===== config.mk =====
export PLATFORM = sky130hd
export DESIGN_NAME = monitor_bit_fetcher_flat
export DESIGN_NICKNAME = d
export VERILOG_FILES = /design/src/rtl/monitor_bit_fetcher_if.sv /design/src/rtl/monitor_bit_fetcher.sv /design/src/flat_wrapper.sv
export SDC_FILE = /design/constraint.sdc
export NUM_CORES = 1
export LEC_CHECK = 0
export CAP_MARGIN = 5
export CORE_ASPECT_RATIO = 1.1
export CORE_MARGIN = 2
export CORE_UTILIZATION = 56
export DETAILED_ROUTE_END_ITERATION = 8
export PLACE_DENSITY_LB_ADDON = 0.3
export SYNTH_ARGS = -nofsm -noshare
export SYNTH_HDL_FRONTEND = slang
export SYNTH_SLANG_ARGS = --single-unit

===== constraint.sdc =====
create_clock -name clock_in -period 6 [get_ports clock_in]
set_input_delay 1.8 -clock clock_in [delete_from_list [all_inputs] [get_ports clock_in]]
set_output_delay 1.8 -clock clock_in [all_outputs]
set_load 0.02 [all_outputs]

===== src/rtl/monitor_bit_fetcher_if.sv =====
// Memory read port between the monitor bit fetcher and the instruction memory.
// The fetcher drives the registered address; memory returns data one cycle later.
interface monitor_bit_fetcher_if;
  logic [10:0] mem_address_out;
  logic [15:0] mem_data_in;

  modport master (
    output mem_address_out,
    input  mem_data_in
  );

  modport slave (
    input  mem_address_out,
    output mem_data_in
  );
endinterface


===== src/rtl/monitor_bit_fetcher.sv =====
// Monitor-screen bit source: decodes each pixel into a display region, fetches the word
// it needs (memory or frame snapshot) and returns the selected bit three cycles later.
module monitor_bit_fetcher #(
  parameter logic [10:0] DATA_BASE = 11'd1
) (
  input  logic                  clock_in,
  input  logic                  reset_in,
  input  logic [9:0]            pixel_x_in,
  input  logic [9:0]            pixel_y_in,
  input  logic                  display_on_in,
  input  logic                  v_sync_in,
  input  logic [15:0]           pc_in,
  input  logic [15:0]           ir_in,
  input  logic [15:0]           acc_in,
  input  logic [15:0]           data_address_in,
  input  logic [15:0]           alu_a_in,
  input  logic [15:0]           alu_b_in,
  input  logic                  status_z_in,
  monitor_bit_fetcher_if.master mem_bus,
  output logic                  bit_value_out,
  output logic [9:0]            pixel_x_out,
  output logic [9:0]            pixel_y_out,
  output logic                  display_on_out
);

  typedef enum logic [1:0] {
    SRC_NONE  = 2'd0,
    SRC_VALUE = 2'd1,
    SRC_MEM   = 2'd2
  } src_e;

  logic [15:0] snap_pc_q, snap_ir_q, snap_acc_q, snap_da_q, snap_a_q, snap_b_q;
  logic        snap_z_q;
  logic        vs_q, vs_prev_q;

  logic [6:0]  col_s;
  logic [5:0]  row_s;
  logic        list_left_s, list_right_s, rows_top_s, rows_bot_s;
  logic        box_left_s, box_right_s, z_box_s;
  logic        band_hit_s;
  logic [1:0]  band_s;
  logic [5:0]  top_off_s, bot_off_s;
  logic [10:0] data_addr_s;
  logic [3:0]  list_left_idx_s, list_right_idx_s, box_left_idx_s, box_right_idx_s;
  logic [15:0] left_word_s, right_word_s;
  logic        right_is_mem_s;
  logic [10:0] right_addr_s;

  src_e        src_d, src1_q, src2_q;
  logic [3:0]  idx_d, idx1_q, idx2_q;
  logic [15:0] val_d, val1_q, val2_q;
  logic [10:0] addr_d, addr1_q;
  logic [9:0]  x1_q, y1_q, x2_q, y2_q, x3_q, y3_q;
  logic        de1_q, de2_q, de3_q;
  logic        bit_s, bit3_q;

  assign col_s = pixel_x_in[9:3];
  assign row_s = pixel_y_in[9:4];

  assign list_left_s  = (col_s >= 7'd2)  && (col_s <= 7'd17);
  assign list_right_s = (col_s >= 7'd20) && (col_s <= 7'd35);
  assign rows_top_s   = (row_s >= 6'd3)  && (row_s <= 6'd12);
  assign rows_bot_s   = (row_s >= 6'd19) && (row_s <= 6'd28);
  assign box_left_s   = (pixel_x_in >= 10'd357) && (pixel_x_in <= 10'd484);
  assign box_right_s  = (pixel_x_in >= 10'd503) && (pixel_x_in <= 10'd630);
  assign z_box_s      = (pixel_x_in >= 10'd557) && (pixel_x_in <= 10'd565) &&
                        (pixel_y_in >= 10'd313) && (pixel_y_in <= 10'd328);

  assign top_off_s   = row_s - 6'd3;
  assign bot_off_s   = row_s - 6'd19;
  assign data_addr_s = DATA_BASE + {5'd0, bot_off_s};

  // Bit indices count from the right-hand edge of each field; only the low 4 bits matter.
  assign list_left_idx_s  = 4'(7'd17 - col_s);
  assign list_right_idx_s = 4'(7'd35 - col_s);
  assign box_left_idx_s   = 4'((10'd484 - pixel_x_in) >> 3);
  assign box_right_idx_s  = 4'((10'd630 - pixel_x_in) >> 3);

  always_comb begin
    band_hit_s = 1'b1;
    band_s     = 2'd0;
    if ((pixel_y_in >= 10'd65) && (pixel_y_in <= 10'd80)) begin
      band_s = 2'd0;
    end else if ((pixel_y_in >= 10'd115) && (pixel_y_in <= 10'd130)) begin
      band_s = 2'd1;
    end else if ((pixel_y_in >= 10'd165) && (pixel_y_in <= 10'd180)) begin
      band_s = 2'd2;
    end else if ((pixel_y_in >= 10'd215) && (pixel_y_in <= 10'd230)) begin
      band_s = 2'd3;
    end else begin
      band_hit_s = 1'b0;
    end
  end

  always_comb begin
    left_word_s    = 16'd0;
    right_word_s   = 16'd0;
    right_is_mem_s = 1'b0;
    right_addr_s   = 11'd0;
    case (band_s)
      2'd0: begin
        left_word_s    = snap_pc_q;
        right_is_mem_s = 1'b1;
        right_addr_s   = snap_pc_q[10:0];
      end
      2'd1: begin
        left_word_s    = snap_da_q;
        right_is_mem_s = 1'b1;
        right_addr_s   = snap_da_q[10:0];
      end
      2'd2: begin
        left_word_s  = snap_ir_q;
        right_word_s = snap_acc_q;
      end
      2'd3: begin
        left_word_s  = snap_a_q;
        right_word_s = snap_b_q;
      end
      default: begin
        left_word_s  = 16'd0;
        right_word_s = 16'd0;
      end
    endcase
  end

  // Stage-0 region decode: at most one branch can match since the regions are disjoint.
  always_comb begin
    src_d  = SRC_NONE;
    idx_d  = 4'd0;
    val_d  = 16'd0;
    addr_d = 11'd0;
    if (!display_on_in) begin
      src_d = SRC_NONE;
    end else if (list_left_s && rows_top_s) begin
      src_d = SRC_VALUE;
      idx_d = list_left_idx_s;
      val_d = {10'd0, top_off_s};
    end else if (list_right_s && rows_top_s) begin
      src_d  = SRC_MEM;
      idx_d  = list_right_idx_s;
      addr_d = {5'd0, top_off_s};
    end else if (list_left_s && rows_bot_s) begin
      src_d = SRC_VALUE;
      idx_d = list_left_idx_s;
      val_d = {5'd0, data_addr_s};
    end else if (list_right_s && rows_bot_s) begin
      src_d  = SRC_MEM;
      idx_d  = list_right_idx_s;
      addr_d = data_addr_s;
    end else if (band_hit_s && (box_left_s || box_right_s)) begin
      if (box_left_s) begin
        src_d = SRC_VALUE;
        idx_d = box_left_idx_s;
        val_d = left_word_s;
      end else if (right_is_mem_s) begin
        src_d  = SRC_MEM;
        idx_d  = box_right_idx_s;
        addr_d = right_addr_s;
      end else begin
        src_d = SRC_VALUE;
        idx_d = box_right_idx_s;
        val_d = right_word_s;
      end
    end else if (z_box_s) begin
      src_d = SRC_VALUE;
      idx_d = 4'd0;
      val_d = {15'd0, snap_z_q};
    end else begin
      src_d = SRC_NONE;
    end
  end

  // Frame snapshot: capture one cycle after the falling v_sync edge has been sampled.
  always_ff @(posedge clock_in) begin
    if (reset_in) begin
      vs_q       <= 1'b1;
      vs_prev_q  <= 1'b1;
      snap_pc_q  <= 16'd0;
      snap_ir_q  <= 16'd0;
      snap_acc_q <= 16'd0;
      snap_da_q  <= 16'd0;
      snap_a_q   <= 16'd0;
      snap_b_q   <= 16'd0;
      snap_z_q   <= 1'b0;
    end else begin
      vs_q      <= v_sync_in;
      vs_prev_q <= vs_q;
      if (vs_prev_q && !vs_q) begin
        snap_pc_q  <= pc_in;
        snap_ir_q  <= ir_in;
        snap_acc_q <= acc_in;
        snap_da_q  <= data_address_in;
        snap_a_q   <= alu_a_in;
        snap_b_q   <= alu_b_in;
        snap_z_q   <= status_z_in;
      end
    end
  end

  always_ff @(posedge clock_in) begin
    if (reset_in) begin
      src1_q  <= SRC_NONE;
      idx1_q  <= 4'd0;
      val1_q  <= 16'd0;
      addr1_q <= 11'd0;
      x1_q    <= 10'd0;
      y1_q    <= 10'd0;
      de1_q   <= 1'b0;
    end else begin
      src1_q  <= src_d;
      idx1_q  <= idx_d;
      val1_q  <= val_d;
      addr1_q <= addr_d;
      x1_q    <= pixel_x_in;
      y1_q    <= pixel_y_in;
      de1_q   <= display_on_in;
    end
  end

  always_ff @(posedge clock_in) begin
    if (reset_in) begin
      src2_q <= SRC_NONE;
      idx2_q <= 4'd0;
      val2_q <= 16'd0;
      x2_q   <= 10'd0;
      y2_q   <= 10'd0;
      de2_q  <= 1'b0;
    end else begin
      src2_q <= src1_q;
      idx2_q <= idx1_q;
      val2_q <= val1_q;
      x2_q   <= x1_q;
      y2_q   <= y1_q;
      de2_q  <= de1_q;
    end
  end

  // Memory data is valid in stage 2, so the bit is picked here and registered next.
  always_comb begin
    bit_s = 1'b0;
    case (src2_q)
      SRC_MEM:   bit_s = mem_bus.mem_data_in[idx2_q];
      SRC_VALUE: bit_s = val2_q[idx2_q];
      default:   bit_s = 1'b0;
    endcase
  end

  always_ff @(posedge clock_in) begin
    if (reset_in) begin
      bit3_q <= 1'b0;
      x3_q   <= 10'd0;
      y3_q   <= 10'd0;
      de3_q  <= 1'b0;
    end else begin
      bit3_q <= bit_s;
      x3_q   <= x2_q;
      y3_q   <= y2_q;
      de3_q  <= de2_q;
    end
  end

  assign mem_bus.mem_address_out = addr1_q;
  assign bit_value_out           = bit3_q;
  assign pixel_x_out             = x3_q;
  assign pixel_y_out             = y3_q;
  assign display_on_out          = de3_q;

endmodule

===== src/flat_wrapper.sv =====
// flat-port wrapper written by rule: the top's interface ports become plain ports
module monitor_bit_fetcher_flat 
#(
  parameter logic [10:0] DATA_BASE = 11'd1
)
  (clock_in, reset_in, pixel_x_in, pixel_y_in, display_on_in, v_sync_in, pc_in, ir_in, acc_in, data_address_in, alu_a_in, alu_b_in, status_z_in, bit_value_out, pixel_x_out, pixel_y_out, display_on_out, mem_bus_mem_address_out, mem_bus_mem_data_in);
  monitor_bit_fetcher_if mem_bus_i ();
  input  logic clock_in;
  input  logic reset_in;
  input  logic [9:0] pixel_x_in;
  input  logic [9:0] pixel_y_in;
  input  logic display_on_in;
  input  logic v_sync_in;
  input  logic [15:0] pc_in;
  input  logic [15:0] ir_in;
  input  logic [15:0] acc_in;
  input  logic [15:0] data_address_in;
  input  logic [15:0] alu_a_in;
  input  logic [15:0] alu_b_in;
  input  logic status_z_in;
  output logic bit_value_out;
  output logic [9:0] pixel_x_out;
  output logic [9:0] pixel_y_out;
  output logic display_on_out;
  output wire logic [$bits(mem_bus_i.mem_address_out)-1:0] mem_bus_mem_address_out;
  input wire logic [$bits(mem_bus_i.mem_data_in)-1:0] mem_bus_mem_data_in;
  assign mem_bus_mem_address_out = mem_bus_i.mem_address_out;
  assign mem_bus_i.mem_data_in = mem_bus_mem_data_in;
  monitor_bit_fetcher #(.DATA_BASE(DATA_BASE)) u_core (.clock_in(clock_in), .reset_in(reset_in), .pixel_x_in(pixel_x_in), .pixel_y_in(pixel_y_in), .display_on_in(display_on_in), .v_sync_in(v_sync_in), .pc_in(pc_in), .ir_in(ir_in), .acc_in(acc_in), .data_address_in(data_address_in), .alu_a_in(alu_a_in), .alu_b_in(alu_b_in), .status_z_in(status_z_in), .mem_bus(mem_bus_i), .bit_value_out(bit_value_out), .pixel_x_out(pixel_x_out), .pixel_y_out(pixel_y_out), .display_on_out(display_on_out));
endmodule

==> impl_metrics.env <==
export IMPL_cap_viol_max_count=0
export IMPL_max_slew_worst_pin_slew_ns=1.135
export IMPL_synthesis_instances=999
export IMPL_power_leakage_uw=0.004105
export IMPL_layout_area_overhead_vs_synth_pct=26.91
export IMPL_dr_total_vias=7754
export IMPL_post_route_cells_drive_above_1_share=0.08122
export IMPL_fin_ws_ns=1.336
export IMPL_hold_violations=0
export IMPL_remaining_max_slew_budget_at_the_tightest_pin=0.2433
export IMPL_grt_antenna_before_repair=0
export IMPL_post_drt_via_cell_ratio=5.765
export IMPL_fillCellCount=1194
export IMPL_synth_top_cell_area_share=0.4845
export IMPL_internal_power_uw=2467
export IMPL_floorplan_core_area_sq_um=15740
export IMPL_avgRoutedWirePerCell_microns=17.32
export IMPL_initial_core_util=0.5724
export IMPL_worst_path_required_ns=6.35
export IMPL_clk_path_buf_depth=3
export IMPL_part_of_the_total_power_dissipated_in_combinational_logic=0.107
export IMPL_netlist_top_cells_area="dfxtp_1 48%, nand2_1 9.1%, a21oi_1 6.2%"
export IMPL_syn_nets=1153
export IMPL_tns_ns=0
export IMPL_ir_drop_mv=0.1944
export IMPL_pwr_density_cell_nw_per_um2=280.5
export IMPL_seq_area_frac_synth=0.4845
export IMPL_final_min_clock_period_ns=4.664
export IMPL_die_h_microns=137.0
export IMPL_drt_pre_antenna_iters=7
export IMPL_clock_tree_root_cell="clkbuf_16"
export IMPL_remaining_drc_errors=0
export IMPL_ys_warnings_count=0
export IMPL_dr_first_iter_drc_count=616
export IMPL_route_antenna_remaining_nets=0
export IMPL_numCtsBuffers=21
export IMPL_cts_sinks=218
export IMPL_avgSynthCellArea_sq_um=9.016
export IMPL_fmax_ghz=0.2144
export IMPL_final_net_count=1285
export IMPL_cts_htree_levels=1
export IMPL_row_count=48
export IMPL_globalplace_congestion=0.9147
export IMPL_power_clock_fraction=0.416
export IMPL_synth_largest_area_cell="dfxtp_1"
export IMPL_grt_setup_unrepaired="no"
export IMPL_final_setup_skew_ns=0.006710
export IMPL_final_max_slew_violation_count=0
export IMPL_setup_viol=0
export IMPL_synthArstFlopShare=0
export IMPL_global_route_usage_met3=0.03714
export IMPL_global_route_wire_length_before_repair_microns=37010
export IMPL_die_width_microns=124.9
export IMPL_critPathKind="in2reg"
export IMPL_synth_cell_type_count=81
export IMPL_power_switching_uw=739.4
export IMPL_ys_ff_latch=218
export IMPL_cts_hold_buffers_added=0
export IMPL_cts_repair_timing_setup_buffer_count=0
export IMPL_pre_cts_ws_ns=0.8629
export IMPL_cp_max_fo=10
export IMPL_pwr_share_seq=0.477
export IMPL_cts_resized=0
export IMPL_main_synth_ff_type="dfxtp_1"
export IMPL_global_route_usage_total=0.2675
export IMPL_ios=170
export IMPL_syn_area_sq_um=9007
export IMPL_grt_overflow_total=0
export IMPL_grt_busiest_layer="met2"
export IMPL_port_buffer_count=169
export IMPL_met2_capacity_usage_during_global_routing=0.4715
export IMPL_postRouteWirelength_microns=23290
export IMPL_antenna_cells=0
export IMPL_synth_edf_count=0
export IMPL_worst_skew_pair_late_latency_ns=0.49
export IMPL_dpl_hpwl_microns=16460
export IMPL_die_area_sq_um=17120
export IMPL_worst_setup_path_start_kind="input port"
export IMPL_largest_net_degree_at_the_start_of_global_routing=116
export IMPL_sw_frac_of_total=0.2306
export IMPL_critical_path_capture_point_type="flop"
export IMPL_grt_util_met1=0.3361
export IMPL_tritoncts="yes"
export IMPL_holdCritPathClass="reg2reg"
export IMPL_first_global_vias=7322
export IMPL_arrival_ns=5.01
export IMPL_clock_slew_at_the_register_clock_pins_of_the_worst_setup_and_hold_paths_ns=0.06
export IMPL_run_status="completed"
export IMPL_final_period_utilization=0.7773
export IMPL_mostFrequentLayoutCells="218 x nand2_1, 218 x dfxtp_1, 168 x clkdlybuf4s50_1"
-- kinds of logic (layout without fill, tap and decap cells) --
kind of cell / Yosys count / after routing / synth area share
adder cells (fa/ha/maj): 17 / 17 / 0.02361
XOR/XNOR: 8 / 8 / 0.007779
AND/OR/NAND/NOR: 417 / 417 / 0.2249
flip-flops: 218 / 218 / 0.4845
buffers and inverters: 87 / 233 / 0.04181
AO/OA/AOI/OAI: 239 / 239 / 0.1889
multiplexers: 13 / 13 / 0.02848
-- sequential cells by signal, summed over array words and instances, names as in the netlist, 10 cells and up --
name and flops:
u_core.mem_bus.mem_address_out 11, u_core.pixel_x_out 10, u_core.pixel_y_out 10, u_core.snap_a_q 16
u_core.snap_acc_q 16, u_core.snap_b_q 16, u_core.snap_da_q 16, u_core.snap_ir_q 16
u_core.snap_pc_q 16, u_core.val1_q 16, u_core.val2_q 16, u_core.x1_q 10
u_core.x2_q 10, u_core.y1_q 10, u_core.y2_q 10
-- path summary, 6_finish.rpt --
path         slack, ns                        start  depth (start not counted)                         endpoint
max               1.34                pixel_y_in[5]                          8      u_core.val1_q[2]$_SDFF_PP0_
min               0.43  u_core.src1_q[0]$_SDFF_PP0_                          1      u_core.src2_q[0]$_SDFF_PP0_
max reg2reg       3.89  u_core.idx2_q[0]$_SDFF_PP0_                          4  u_core.bit_value_out$_SDFF_PP0_
min reg2reg       0.43  u_core.src1_q[0]$_SDFF_PP0_                          1      u_core.src2_q[0]$_SDFF_PP0_
-- critical path, cell delays in order --
cell and delay [ns]:
clkdlybuf4s50_1 0.65, ha_1 0.44, nor3_1 0.10, or3_1 0.50
a2111o_1 0.53, nand3_1 0.28, nand2b_1 0.55, o31ai_2 0.16
-- per-stage QoR --
stage | power [uW] | instance area, sq um | util | instances | hold WS, ns
CTS | 3222 | 11430 | 0.7265 | 1345 | 0.4350
finish | 3207 | 11430 | 0.7265 | 1345 | 0.4319
floorplan | 1738 | 9007 | - | 999 | 0.4138
global route | 3325 | 11430 | 0.7265 | 1345 | 0.4497
global placement | 1895 | 10720 | 0.6815 | 1308 | 0.4154
detailed placement | 1899 | 10720 | 0.6815 | 1308 | 0.4204
-- synth_stat cells, types with 3 or more instances --
master and instances:
nor4_1 5, o21a_1 3, a31o_1 3, nor4_2 3
buf_4 7, a22o_1 4, a2111oi_2 5, and3_1 5
nor3_1 14, or2_2 4, and2_1 4, nor2_1 38
nand2_1 218, a32oi_1 4, a21oi_1 112, a221oi_1 15
buf_2 13, inv_1 14, o2111a_1 3, xor2_1 3
nand2b_1 8, o31ai_2 3, a211oi_1 6, mux4_2 10
buf_1 6, or3_1 4, xnor2_1 5, dfxtp_1 218
nor2b_1 79, clkbuf_1 44, ha_1 17, o21ai_0 17
a31oi_1 3, a221o_1 8, nand3_1 10, a22oi_1 16
o211ai_1 5, a222oi_1 6
-- power groups by stage --
stage,Clock [uW],Combinational [uW],Sequential (uW)
after global placement,0,336,1560
after detailed placement,0,339,1560
after global routing,1420,375,1530
after CTS,1350,342,1530
after floorplan,0,185,1550
final,1330,343,1530
-- layer usage --
layer	vias up	wire, microns
met2	314	11450
met4	0	917
met5	-	0
li1	3734	-
met3	66	1505
met1	3640	9418
-- final cells by class --
type	instances	area, sq um	share of cell area
clock inverters	7	88.84	0.007771
multi-input cells	694	4277	0.3741
well taps	200	250.2	0.02189
inverters	16	60.06	0.005254
flip-flops and latches	218	4364	0.3818
clock buffers	30	619.3	0.05418
repair buffers	180	1772	0.1550
Power figures use the tool's default switching activity.
==> variant (same flow settings) <==
Put one more register stage on the output `pixel_x_out`, with the module's reset. The value now appears one clock later. The other outputs are not delayed to match.
--- a/src/rtl/monitor_bit_fetcher.sv
+++ b/src/rtl/monitor_bit_fetcher.sv
@@ -261,7 +261,13 @@
 
   assign mem_bus.mem_address_out = addr1_q;
   assign bit_value_out           = bit3_q;
-  assign pixel_x_out             = x3_q;
+  always_ff @(posedge clock_in) begin
+    if (reset_in) begin
+      pixel_x_out <= '0;
+    end else begin
+      pixel_x_out <= x3_q;
+    end
+  end
   assign pixel_y_out             = y3_q;
   assign display_on_out          = de3_q;
 
Behaviour: not the same (a bounded check fails within 4 cycles, from zero or initial values and one cycle with reset_in high).
==> variant against the unedited design <==
Die area increased by 1.3%; sequential cell count increased by 10; clock power increased by 6%; synthesized cell count increased by 1.7%; cell count increased by 1.3%; highest routed layer unchanged; synthesized area increased by 1.3%; routed wire length increased by 1.9%; non-clock buffer count decreased by 2; global-route usage about the same; setup slack got worse by 0.31 ns; clock skew increased by 0.0034 ns; total power increased by 4.0%; final area increased by 1.3%.
==> variant: results (changes against the unedited design) <==
INFO  global_route   grt_start_max_net_pins=110 [-5.2%]
INFO  final_layout   antenna-diode-count=0 [unchanged]
INFO  timing         fin_skew=0.0101ns [+0.00343 ns]
INFO  detailed_routing vias_per_cell=5.74 [-0.36%]
INFO  worst_setup_path timing.critical_path.fanout_max=12 [+2]
INFO  timing         period_needed=4.97ns [+0.307 ns]
INFO  clock_tree     cts.reportedPaths.clkPinSlew=0.06ns [about the same]
INFO  yosys          synth-seq-area-share=50.0% [+1.5 points]
INFO  placed_design  port_buffers=169 [unchanged]
INFO  yosys          yosysWarnings=0 [unchanged]
INFO  power          leakage_power=4.22nW [+2.8%]
INFO  clock_tree     root_buffer=sky130_fd_sc_hd__clkbuf_16
INFO  timing         worst_slew_margin_rel=41.6% [+17 points]
INFO  global_route   grt_pass1_vias=7,272 [-0.68%]
INFO  worst_setup_path r2r.worst_path.cells=4 [unchanged]
INFO  placed_design  placedInstanceArea=0.0108mm^2 [+1.0%]
INFO  yosys          number_of_unique_standard_cell_types_used_by_synthesis=73 [-9.9%]
INFO  detailed_routing drt_pre_antenna_iters=6 [-1]
INFO  yosys          synth_fp_nets=1,170 [+1.5%]
INFO  global_route   grt_pass1_wl=37,400um [+1.0%]
INFO  yosys          synthFlopType=sky130_fd_sc_hd__dfxtp_1
INFO  status         result_of_the_run=finished, final reports clean
INFO  yosys          netlist_top_cells_area=sky130_fd_sc_hd__dfxtp_1 (50%), sky130_fd_sc_hd__nand2_1 (9.0%), sky130_fd_sc_hd__nor2b_1 (6.3%)
INFO  global_route   grt_usage=26.7% [about the same]
INFO  detailed_routing initialDrtViolationCount=678 [+10%]
INFO  clock_tree     cts-htree-levels=1 [unchanged]
INFO  clock_tree     clk_latency=0.52ns [+0.03 ns]
INFO  power          irDropWorstVdd=0.256mV [+31%]
INFO  clock_tree     cts_hold_repair.buffers=0 [unchanged]
INFO  final_layout   post_route_cells_drive_above_1_share=7.14% [-0.98 points]
INFO  detailed_routing avgRoutedWirePerCell=17.4um [+0.63%]
INFO  worst_setup_path critical_path_arrival=5.39ns [+0.38 ns]
INFO  min_path       hp-class=register to register
INFO  placed_design  place.detailed.hpwl=16,500um [+0.53%]
INFO  clock_tree     post_cts_buffers=0 [unchanged]
INFO  final_layout   fillers=1,179 [-1.3%]
INFO  clock_tree     cts_inserted_buffers=23 [+9.5%]
INFO  yosys          most_common_library_cells_after_synthesis=sky130_fd_sc_hd__dfxtp_1 (228), sky130_fd_sc_hd__nand2_1 (219), sky130_fd_sc_hd__a21oi_1 (114)
INFO  final_layout   nets=1,299 [+1.1%]
INFO  clock_tree     largest_buffer_count_on_any_clock_path=3 [unchanged]
INFO  placed_design  gp_routability_congestion=0.914 [about the same]
variant: cell count changes in the layout (fill, tap and decap cells not counted), sizes merged, moves of 4 or more:
cell / change
a21o: +5
clkbuf: -4
nor2b: +13
a311oi: +7
a22oi: -10
clkinv: +4
a2111oi: -4
dfxtp: +10
variant: power breakdown:
part / total [W] / internal (W) / switching [W]
clock: 0.00141 / 0.000805 / 0.000601
combinational: 0.000335 / 0.000159 / 0.000176
sequential: 0.00159 / 0.00157 / 0.0000266
variant: layer usage:
| metal | up-vias | GRT usage (%) | part of all wire [%] |
|---|---|---|---|
| li1 | 3766 | - | - |
| met1 | 3633 | 34.8 | 41 |
| met2 | 369 | 46.2 | 49 |
| met3 | 56 | 3.01 | 6.8 |
| met4 | 0 | 10.5 | 3.5 |
| met5 | - | 0 | 0 |
variant: critical path, stage by stage:
cell and delay (ns):
sky130_fd_sc_hd__clkdlybuf4s50_1 0.67, sky130_fd_sc_hd__inv_1 0.16, sky130_fd_sc_hd__ha_1 0.26, sky130_fd_sc_hd__nand2_1 0.07, sky130_fd_sc_hd__nor2_1 0.05, sky130_fd_sc_hd__a2111oi_0 0.62
sky130_fd_sc_hd__nor4_4 0.07, sky130_fd_sc_hd__inv_2 0.25, sky130_fd_sc_hd__ha_1 0.28, sky130_fd_sc_hd__nand2b_1 0.07, sky130_fd_sc_hd__nand3b_1 0.12, sky130_fd_sc_hd__and2_1 0.21
sky130_fd_sc_hd__a21oi_1 0.20, sky130_fd_sc_hd__and2_1 0.19, sky130_fd_sc_hd__a221oi_1 0.09, sky130_fd_sc_hd__o32ai_1 0.28
variant: through the flow:
stage / worst slack, ns / std cells
after global routing: 0.772 / 1362
after CTS: 1.09 / 1362
after global placement: 0.611 / 1320
after detailed placement: 0.604 / 1320
after floorplan: 1.66 / 1016
final: 1.03 / 1362
variant: kinds of logic (layout without fill, tap and decap cells):
logic type      after synthesis  after routing  synth area share, %
xor+xnor                      8              8                0.767
mux                          12             12                 2.70
fa+ha+maj                    17             17                 2.33
compound gates              238            238                 17.3
simple gates                424            424                 22.7
flops                       228            228                 50.0
buf+inv                      89            235                 4.13
variant: layout make-up:
type,instances,area [um^2],area share (%)
Sequential cell,228,4560,39.4
Multi-Input combinational cell,699,4200,36.3
Clock inverter,16,163,1.40
Inverter,15,56.3,0.486
Timing Repair Buffer,178,1760,15.2
Tap cell,200,250,2.16
Clock buffer,26,587,5.07
variant: final timing paths:
check             slack (ns)               endpoint        startpoint
hold / removal          0.43  u_core.pixel_y_out[2]    u_core.y2_q[2]
hold reg to reg         0.43  u_core.pixel_y_out[2]    u_core.y2_q[2]
setup / recovery        1.03       u_core.idx1_q[3]     pixel_x_in[4]
setup reg to reg        3.85   u_core.bit_value_out  u_core.idx2_q[0]
